File: src/rtl/resolution_text_renderer.sv
// Serialises one 80-bit glyph row per text-box line into a per-pixel "text on" flag,
// magnified by SCALE in both directions and placed at column X0, line Y0.
module resolution_text_renderer #(
  parameter int X0    = 16,
  parameter int Y0    = 16,
  parameter int SCALE = 2
) (
  input  logic        clock,
  input  logic        reset,
  input  logic        line_start,
  input  logic [11:0] line,
  input  logic [11:0] counterX,
  output logic [3:0]  rom_addr,
  input  logic [79:0] rom_q,
  output logic        pixel_on,
  output logic        busy
);

  typedef enum logic [2:0] {
    S_IDLE   = 3'd0,
    S_FETCH  = 3'd1,
    S_LATCH  = 3'd2,
    S_WAIT_X = 3'd3,
    S_SHIFT  = 3'd4
  } state_t;

  localparam logic [11:0] X_START    = 12'(X0);
  localparam logic [11:0] Y_FIRST    = 12'(Y0);
  localparam logic [11:0] Y_LIMIT    = 12'(Y0 + 16 * SCALE);
  localparam logic [2:0]  SUB_MAX    = 3'(SCALE - 1);
  localparam logic [6:0]  GLYPH_BITS = 7'd80;

  state_t      r_state, w_state_nxt;
  logic [3:0]  r_row, w_row_nxt;
  logic [2:0]  r_rep, w_rep_nxt;
  logic [79:0] r_sr, w_sr_nxt;
  logic [6:0]  r_bitcnt, w_bitcnt_nxt;
  logic [2:0]  r_sub, w_sub_nxt;
  logic [3:0]  r_rom_addr, w_rom_addr_nxt;
  logic        r_pixel_on, w_pixel_nxt;
  logic        r_busy;
  logic        w_in_box;
  logic        w_emit;

  assign w_in_box = (line >= Y_FIRST) && (line < Y_LIMIT);

  // Next-state, row tracking and pixel serialisation
  always_comb begin
    w_state_nxt    = r_state;
    w_row_nxt      = r_row;
    w_rep_nxt      = r_rep;
    w_sr_nxt       = r_sr;
    w_bitcnt_nxt   = r_bitcnt;
    w_sub_nxt      = r_sub;
    w_rom_addr_nxt = r_rom_addr;
    w_pixel_nxt    = 1'b0;
    w_emit         = 1'b0;

    // A line_start always wins: any line in progress is abandoned.
    if (line_start) begin
      if (w_in_box) begin
        w_state_nxt = S_FETCH;
        if (line == Y_FIRST) begin
          w_row_nxt = 4'd0;
          w_rep_nxt = 3'd0;
        end else if (r_rep == SUB_MAX) begin
          w_rep_nxt = 3'd0;
          w_row_nxt = r_row + 4'd1;
        end else begin
          w_rep_nxt = r_rep + 3'd1;
        end
        w_rom_addr_nxt = w_row_nxt;
      end else begin
        w_state_nxt = S_IDLE;
      end
    end else begin
      case (r_state)
        S_IDLE:   w_state_nxt = S_IDLE;
        S_FETCH:  w_state_nxt = S_LATCH;
        S_LATCH: begin
          w_sr_nxt     = rom_q;
          w_bitcnt_nxt = GLYPH_BITS;
          w_sub_nxt    = 3'd0;
          w_state_nxt  = S_WAIT_X;
        end
        // The X0 cycle already emits so the flag lands one cycle after its column.
        S_WAIT_X: begin
          if (counterX == X_START) begin
            w_emit = 1'b1;
          end else begin
            w_emit = 1'b0;
          end
        end
        S_SHIFT:  w_emit = 1'b1;
        default:  w_state_nxt = S_IDLE;
      endcase

      if (w_emit) begin
        w_pixel_nxt = r_sr[79];
        if (r_sub == SUB_MAX) begin
          w_sub_nxt    = 3'd0;
          w_sr_nxt     = {r_sr[78:0], 1'b0};
          w_bitcnt_nxt = r_bitcnt - 7'd1;
          w_state_nxt  = (r_bitcnt == 7'd1) ? S_IDLE : S_SHIFT;
        end else begin
          w_sub_nxt   = r_sub + 3'd1;
          w_state_nxt = S_SHIFT;
        end
      end else begin
        w_pixel_nxt = 1'b0;
      end
    end
  end

  // State and datapath registers
  always_ff @(posedge clock) begin
    if (reset) begin
      r_state    <= S_IDLE;
      r_row      <= 4'd0;
      r_rep      <= 3'd0;
      r_sr       <= 80'd0;
      r_bitcnt   <= 7'd0;
      r_sub      <= 3'd0;
      r_rom_addr <= 4'd0;
      r_pixel_on <= 1'b0;
      r_busy     <= 1'b0;
    end else begin
      r_state    <= w_state_nxt;
      r_row      <= w_row_nxt;
      r_rep      <= w_rep_nxt;
      r_sr       <= w_sr_nxt;
      r_bitcnt   <= w_bitcnt_nxt;
      r_sub      <= w_sub_nxt;
      r_rom_addr <= w_rom_addr_nxt;
      r_pixel_on <= w_pixel_nxt;
      r_busy     <= (w_state_nxt != S_IDLE);
    end
  end

  assign rom_addr = r_rom_addr;
  assign pixel_on = r_pixel_on;
  assign busy     = r_busy;

endmodule

File: config.mk
export PLATFORM = sky130hd
export DESIGN_NAME = resolution_text_renderer
export DESIGN_NICKNAME = d
export VERILOG_FILES = /design/src/rtl/resolution_text_renderer.sv
export SDC_FILE = /design/constraint.sdc
export NUM_CORES = 1
export LEC_CHECK = 0
export ABC_AREA = 1
export BUFFER_PORTS_ARGS = -buffer_cell sky130_fd_sc_hd__buf_2
export CORE_ASPECT_RATIO = 0.75
export CORE_MARGIN = 3
export CORE_UTILIZATION = 40
export CTS_CLUSTER_DIAMETER = 60
export CTS_CLUSTER_SIZE = 30
export DETAILED_ROUTE_END_ITERATION = 6
export GPL_TIMING_DRIVEN = 1
export SLEW_MARGIN = 0
export SYNTH_ARGS = -nofsm -noshare
export SYNTH_HDL_FRONTEND = slang
export SYNTH_SLANG_ARGS = --single-unit
File: constraint.sdc
create_clock -name clock -period 1.8 [get_ports clock]
set_input_delay 0.27 -clock clock [delete_from_list [all_inputs] [get_ports clock]]
set_output_delay 0.27 -clock clock [all_outputs]
set_load 0.05 [all_outputs]
Word-level counts from Yosys, hierarchy flattened
Cells that the tools add are included. W data, S select, Z words.

Add/sub/neg operators: 4. Magnitude comparators: 2. Bitwise operators: 2. Reductions and logical operators: 9. Multiplexer cells: 22. Eq/ne operators: 9.

Operator list (number): $mux W80 (3); $mux W3 (9); $eq A12 B5 Y1 const B (2); $mux W7 (3); $ge A12 B5 Y1 const B (1); $lt A12 B6 Y1 const B (1); $eq A3 B1 Y1 const B (3); $pmux W3 S3 (1); $mux W4 (2); $eq A7 B1 Y1 const B (1); $sub A7 B1 Y7 const B (1); $add A3 B1 Y3 const B (2); $eq A3 B2 Y1 const B (2); $add A4 B1 Y4 const B (1); $reduce_and A2 Y1 (2); $reduce_bool A2 Y1 (2); $eq A3 B3 Y1 const B (1); $mux W1 (3); $reduce_and A3 Y1 (1); $reduce_bool A3 Y1 (1); $reduce_or A3 Y1 (1); $not A1 Y1 (2); $pmux W1 S2 (1); $reduce_or A2 Y1 (1); $logic_and A1 B1 Y1 (1).

Input bits: 107. Word-level logic and storage cells: 56. Output and inout port bits: 6. Register bits after elaboration: 102.

Logic depth before layout (Yosys ltp)
Depth in word-level cells: 7. Depth in mapped cells: 12. Depth with buffers taken out: 11.

Worst setup path before layout
OpenSTA, ideal clock, no wires.

Kind: register to register. Start point: reg r_state[2]. End point: reg r_sr[62]. Buffers on the path: 2. Required time: 1691 ps. Slack: 315 ps. Library setup time: 109 ps. Arrival time: 1376 ps. Clock period less this slack: 1485 ps. Stages on the path, launching flop included: 11. Cell sequence: dfxtp_1 -> nor3_4 -> buf_8 -> buf_4 -> o21ai_1 -> nand2_1 -> o21ai_1 -> nand2_1 -> nand3_1 -> nand2_1 -> inv_1.

Cells in the longest elaborated chain, start to end: 4. Elaborated cells on any way between the ends: 8. Those cells by class: eq/ne (3); mux (5).

RTL lines: from (decl) (RTL line 33) `state_t r_state, w_state_nxt;`; from (signal assigned) (RTL line 128) `r_state <= w_state_nxt;`; $eq A3 B3 Y1 / $eq A3 B2 Y1 (equally long branches) (RTL line 77) `case (r_state)`; $pmux W1 S2 / $mux W80 (equally long branches) (RTL line 77); $mux W1 / $mux W80 (equally long branches) (RTL line 60, 100); $mux W80 (*) (RTL line 98) `if (w_emit) begin`; to (signal assigned) (RTL line 131) `r_sr <= w_sr_nxt;`; to (decl) (RTL line 36) `logic [79:0] r_sr, w_sr_nxt;`.

Every way passes the cells marked *; elsewhere a longest branch is shown, timed or not. The select of a mux whose other input is x is not followed. A chain may end at the register's enable or synchronous reset.

Worst setup path after layout
Start point: reg r_state[2]. End point: reg r_sr[78].

Same word-level chain as after synthesis.

==> implementation parameters <==
Parameter                              Value

Drt
  Initial DRT Pass Iterations    5
  Routed Antenna Nets    0
  Average wire per standard cell    12.05 um
  Iteration-0 DRC Markers    444
  DRC Markers    0
  Sum of routed wire length over all layers    18.51 mm
  Detail-routed via count per cell    4.771
  Overall via count from detail_route    7328

Critical path
  Reg2Reg Capture Point    r_sr[78]
  Reg2reg path depth    11
  Type of the setup path with the least slack    flop to flop
  Start point of the critical path    r_state[2]
  Launching element type of the critical path    flop
  Data required, critical path    2.09 ns
  Reg2reg start    r_state[2]
  Worst-path maximum fanout    34
  CP Data Arrival Time    1.93 ns
  Worst setup path end    r_sr[78]
  Kind of end point of the critical path    flop
  Internal reg-to-reg setup slack    0.16 ns

Yosys
  Number of distinct library cells after synthesis    33
  Simple-gate portion of the synthesized area    33.99%
  EDFF count, synth    0
  Portion of the post-synthesis area used by sequential elements    28.37%
  Average instance area after synthesis    5.861 um2
  Xor and xnor fraction of the mapped netlist area    0.8519%
  Cell Area, Synth    7197 um2
  Cell count after synthesis    1228
  Flop and latch count out of synthesis    102
  Top flip-flop cell by instance count after synthesis    sky130_fd_sc_hd__dfxtp_1
  Complex-gate fraction of the synthesized area    20.41%
  Adder-cell share of the synthesized area    0.5216%
  Main combinational cell family by area after synthesis    simple AND/OR/NAND/NOR gates
  Proportion of synthesized area in mux cells    0%
  Number of synthesis warnings    0
  Async set-reset flop share out of synthesis    0%
  Number of nets produced by synthesis    1338

Clock tree
  Maximum buffer depth of the clock tree    2
  Cell at the root of the clock tree    sky130_fd_sc_hd__clkbuf_16
  H-Tree Level Count    3
  Insertion delay to the later sink of the worst-skew pair    0.35 ns
  Setup fix buffers added after clock tree synthesis    0
  TritonCTS clock tree    done
  Inserted Clock Buffers    9
  Worst-path clk slew    0.06 ns
  Clock tree sinks    102

Finish
  Util after Layout    48.20%
  Ratio of cells with drive above 1 in the final layout    16.85%
  Leading cell types in the layout, fill and taps excluded    sky130_fd_sc_hd__nand2_1 (434), sky130_fd_sc_hd__inv_1 (178), sky130_fd_sc_hd__buf_2 (111), sky130_fd_sc_hd__dfxtp_1 (102), sky130_fd_sc_hd__a21oi_1 (93)
  Area Growth Syn to Fin    15.44%
  Final Net Count    1408
  Finished layout cell area    8308 um2
  Most common cell after layout, fill and taps aside    sky130_fd_sc_hd__nand2_1
  Number of diodes added for antenna fixing    0
  Fill count    1862

Timing
  Setup violators final    0
  Worst rel slew slack    62.93%
  Least-Margin Pin Slew    0.5502 ns
  Final worst-path setup slack    0.1578 ns
  Time the worst path needs with I/O delays and setup    1.642 ns
  Count of pins over their slew limit    0
  Count of endpoints failing hold in the final timing report    0
  Ratio of final minimum period to clock period    91.23%
  Upper clock frequency limit    609.0 MHz
  Sum Neg Setup Slack    0 ns
  Unrepaired setup endpoints after global routing    true
  Clock skew after layout    0.009532 ns

Place
  Detailed placement HPWL    11.81 mm
  Setup Slack @ Placement    0.1403 ns
  Post-placement cell area    7994 um2
  Number of port buffers    112
  Routability congestion estimate    0.7631

Die
  Number of top-level pins    113
  Total core area    17240 um2
  Die Span X    160.9 um
  Placement Rows    41
  Initial core utilization    41.75%
  Die area    19650 um2
  Die H    122.2 um

Power and ir drop
  Max rail drop VDD    0.4182 mV
  PwrDens    623.4 nW/um2
  Leakage power of the design    4.020 nW
  Power Total    5.179 mW

Flow run
  Number of max-cap violations    0

Global routing
  Global route total overflow    0
  Pin count of the biggest net entering global routing    56
  Vias in the first global route    6681
  Antenna violations before repair    0
  Overall Global Routing Usage    19.07%
  First-pass GRT wire length    31.57 mm

Status
  Result of the run    finished clean

Worst hold path
  Type of the most critical hold path    input pin to flop
  Hold_sp    rom_q[0]
-- metrics by stage --
| step | hold WS (ns) | std cells |
|---|---|---|
| 3_3_place_gp | 0.4514 | 1522 |
| 4_1_cts | 0.1631 | 1535 |
| 5_1_grt | 0.1953 | 1536 |
| 2_1_floorplan | 0.4195 | 1228 |
| 6_report | 0.1743 | 1536 |
| 3_5_place_dp | 0.4544 | 1522 |
-- layer usage --
| layer | share of wire, % | vias to the layer above | global-route usage, % |
|---|---|---|---|
| li1 | - | 3979 | - |
| met1 | 50 | 3193 | 26.35 |
| met2 | 44 | 144 | 31.35 |
| met3 | 4.6 | 12 | 3.569 |
| met4 | 0.70 | 0 | 3.815 |
| met5 | 0 | - | 0 |
-- cell families (layout without fill, tap and decap cells) --
family | Yosys count | after routing
compound gates | 262 | 262
flops | 102 | 102
xor+xnor | 7 | 7
fa+ha+maj | 3 | 3
simple gates | 592 | 592
buf+inv | 262 | 334
-- cell usage after synthesis, types with 3 or more instances --
| cell type | count | area (um2) |
|---|---|---|
| sky130_fd_sc_hd__o21ai_1 | 91 | 455.4 |
| sky130_fd_sc_hd__dfxtp_1 | 102 | 2042 |
| sky130_fd_sc_hd__a21oi_1 | 93 | 465.5 |
| sky130_fd_sc_hd__nand3_1 | 91 | 455.4 |
| sky130_fd_sc_hd__o21ai_0 | 36 | 180.2 |
| sky130_fd_sc_hd__nand2_2 | 20 | 125.1 |
| sky130_fd_sc_hd__clkbuf_1 | 35 | 131.4 |
| sky130_fd_sc_hd__buf_6 | 6 | 67.56 |
| sky130_fd_sc_hd__o21ai_2 | 40 | 350.3 |
| sky130_fd_sc_hd__nor2_1 | 34 | 127.6 |
| sky130_fd_sc_hd__buf_1 | 8 | 30.03 |
| sky130_fd_sc_hd__inv_1 | 179 | 671.9 |
| sky130_fd_sc_hd__buf_2 | 20 | 100.1 |
| sky130_fd_sc_hd__xor2_1 | 6 | 52.55 |
| sky130_fd_sc_hd__nand2_1 | 434 | 1629 |
| sky130_fd_sc_hd__buf_8 | 3 | 45.04 |
| sky130_fd_sc_hd__ha_1 | 3 | 37.54 |
| sky130_fd_sc_hd__buf_4 | 5 | 37.54 |
| sky130_fd_sc_hd__nor3_1 | 3 | 15.01 |
-- critical path, cell delays in order, from the launching register on --
cell                      delay, ns
sky130_fd_sc_hd__dfxtp_1       0.36
sky130_fd_sc_hd__nor3_4        0.22
sky130_fd_sc_hd__buf_12        0.19
sky130_fd_sc_hd__buf_12        0.22
sky130_fd_sc_hd__nand2_1       0.08
sky130_fd_sc_hd__o21ai_0       0.11
sky130_fd_sc_hd__nand2_1       0.09
sky130_fd_sc_hd__o21ai_1       0.08
sky130_fd_sc_hd__nand2_1       0.06
sky130_fd_sc_hd__nand3_1       0.08
sky130_fd_sc_hd__nand2_1       0.05
sky130_fd_sc_hd__inv_1         0.04
-- flip-flops by register name (all words and copies together) (netlist names) --
register	flops
pixel_on	1
r_state	3
r_sr	80
busy	1
r_sub	3
r_bitcnt	7
rom_addr	4
r_rep	3
-- where the power goes --
group | switching, mW | internal, mW | total (mW)
clock | 0.837 | 1.09 | 1.93
combinational | 0.492 | 0.362 | 0.854
sequential | 0.0254 | 2.37 | 2.40
-- layout make-up --
| class | count | area, um2 | share of cell area [%] |
|---|---|---|---|
| Clock buffer | 11 | 242.7 | 2.922 |
| Clock inverter | 2 | 35.03 | 0.4217 |
| Inverter | 183 | 691.9 | 8.328 |
| Multi-Input combinational cell | 864 | 4014 | 48.31 |
| Sequential cell | 102 | 2042 | 24.58 |
| Tap cell | 236 | 295.3 | 3.554 |
| Timing Repair Buffer | 138 | 987.2 | 11.88 |
-- how the worst min path moves through the flow --
stage / end / slack (ns) / depth (start not counted)
2_1_floorplan: r_sr[0] / 0.42 / 2
3_3_place_gp: r_bitcnt[0] / 0.45 / 1
3_5_place_dp: r_bitcnt[0] / 0.45 / 1
4_1_cts: r_sr[0] / 0.16 / 3
5_1_grt: r_sr[0] / 0.20 / 3
6_report: r_sr[0] / 0.17 / 3
-- timing repair --
action                     4_1_cts  5_1_grt
hold buffers                     0        0
setup endpoints to repair        0       26
hold endpoints to repair         0        0
gates resized for setup          0        2
Power figures use the tool's default switching activity.
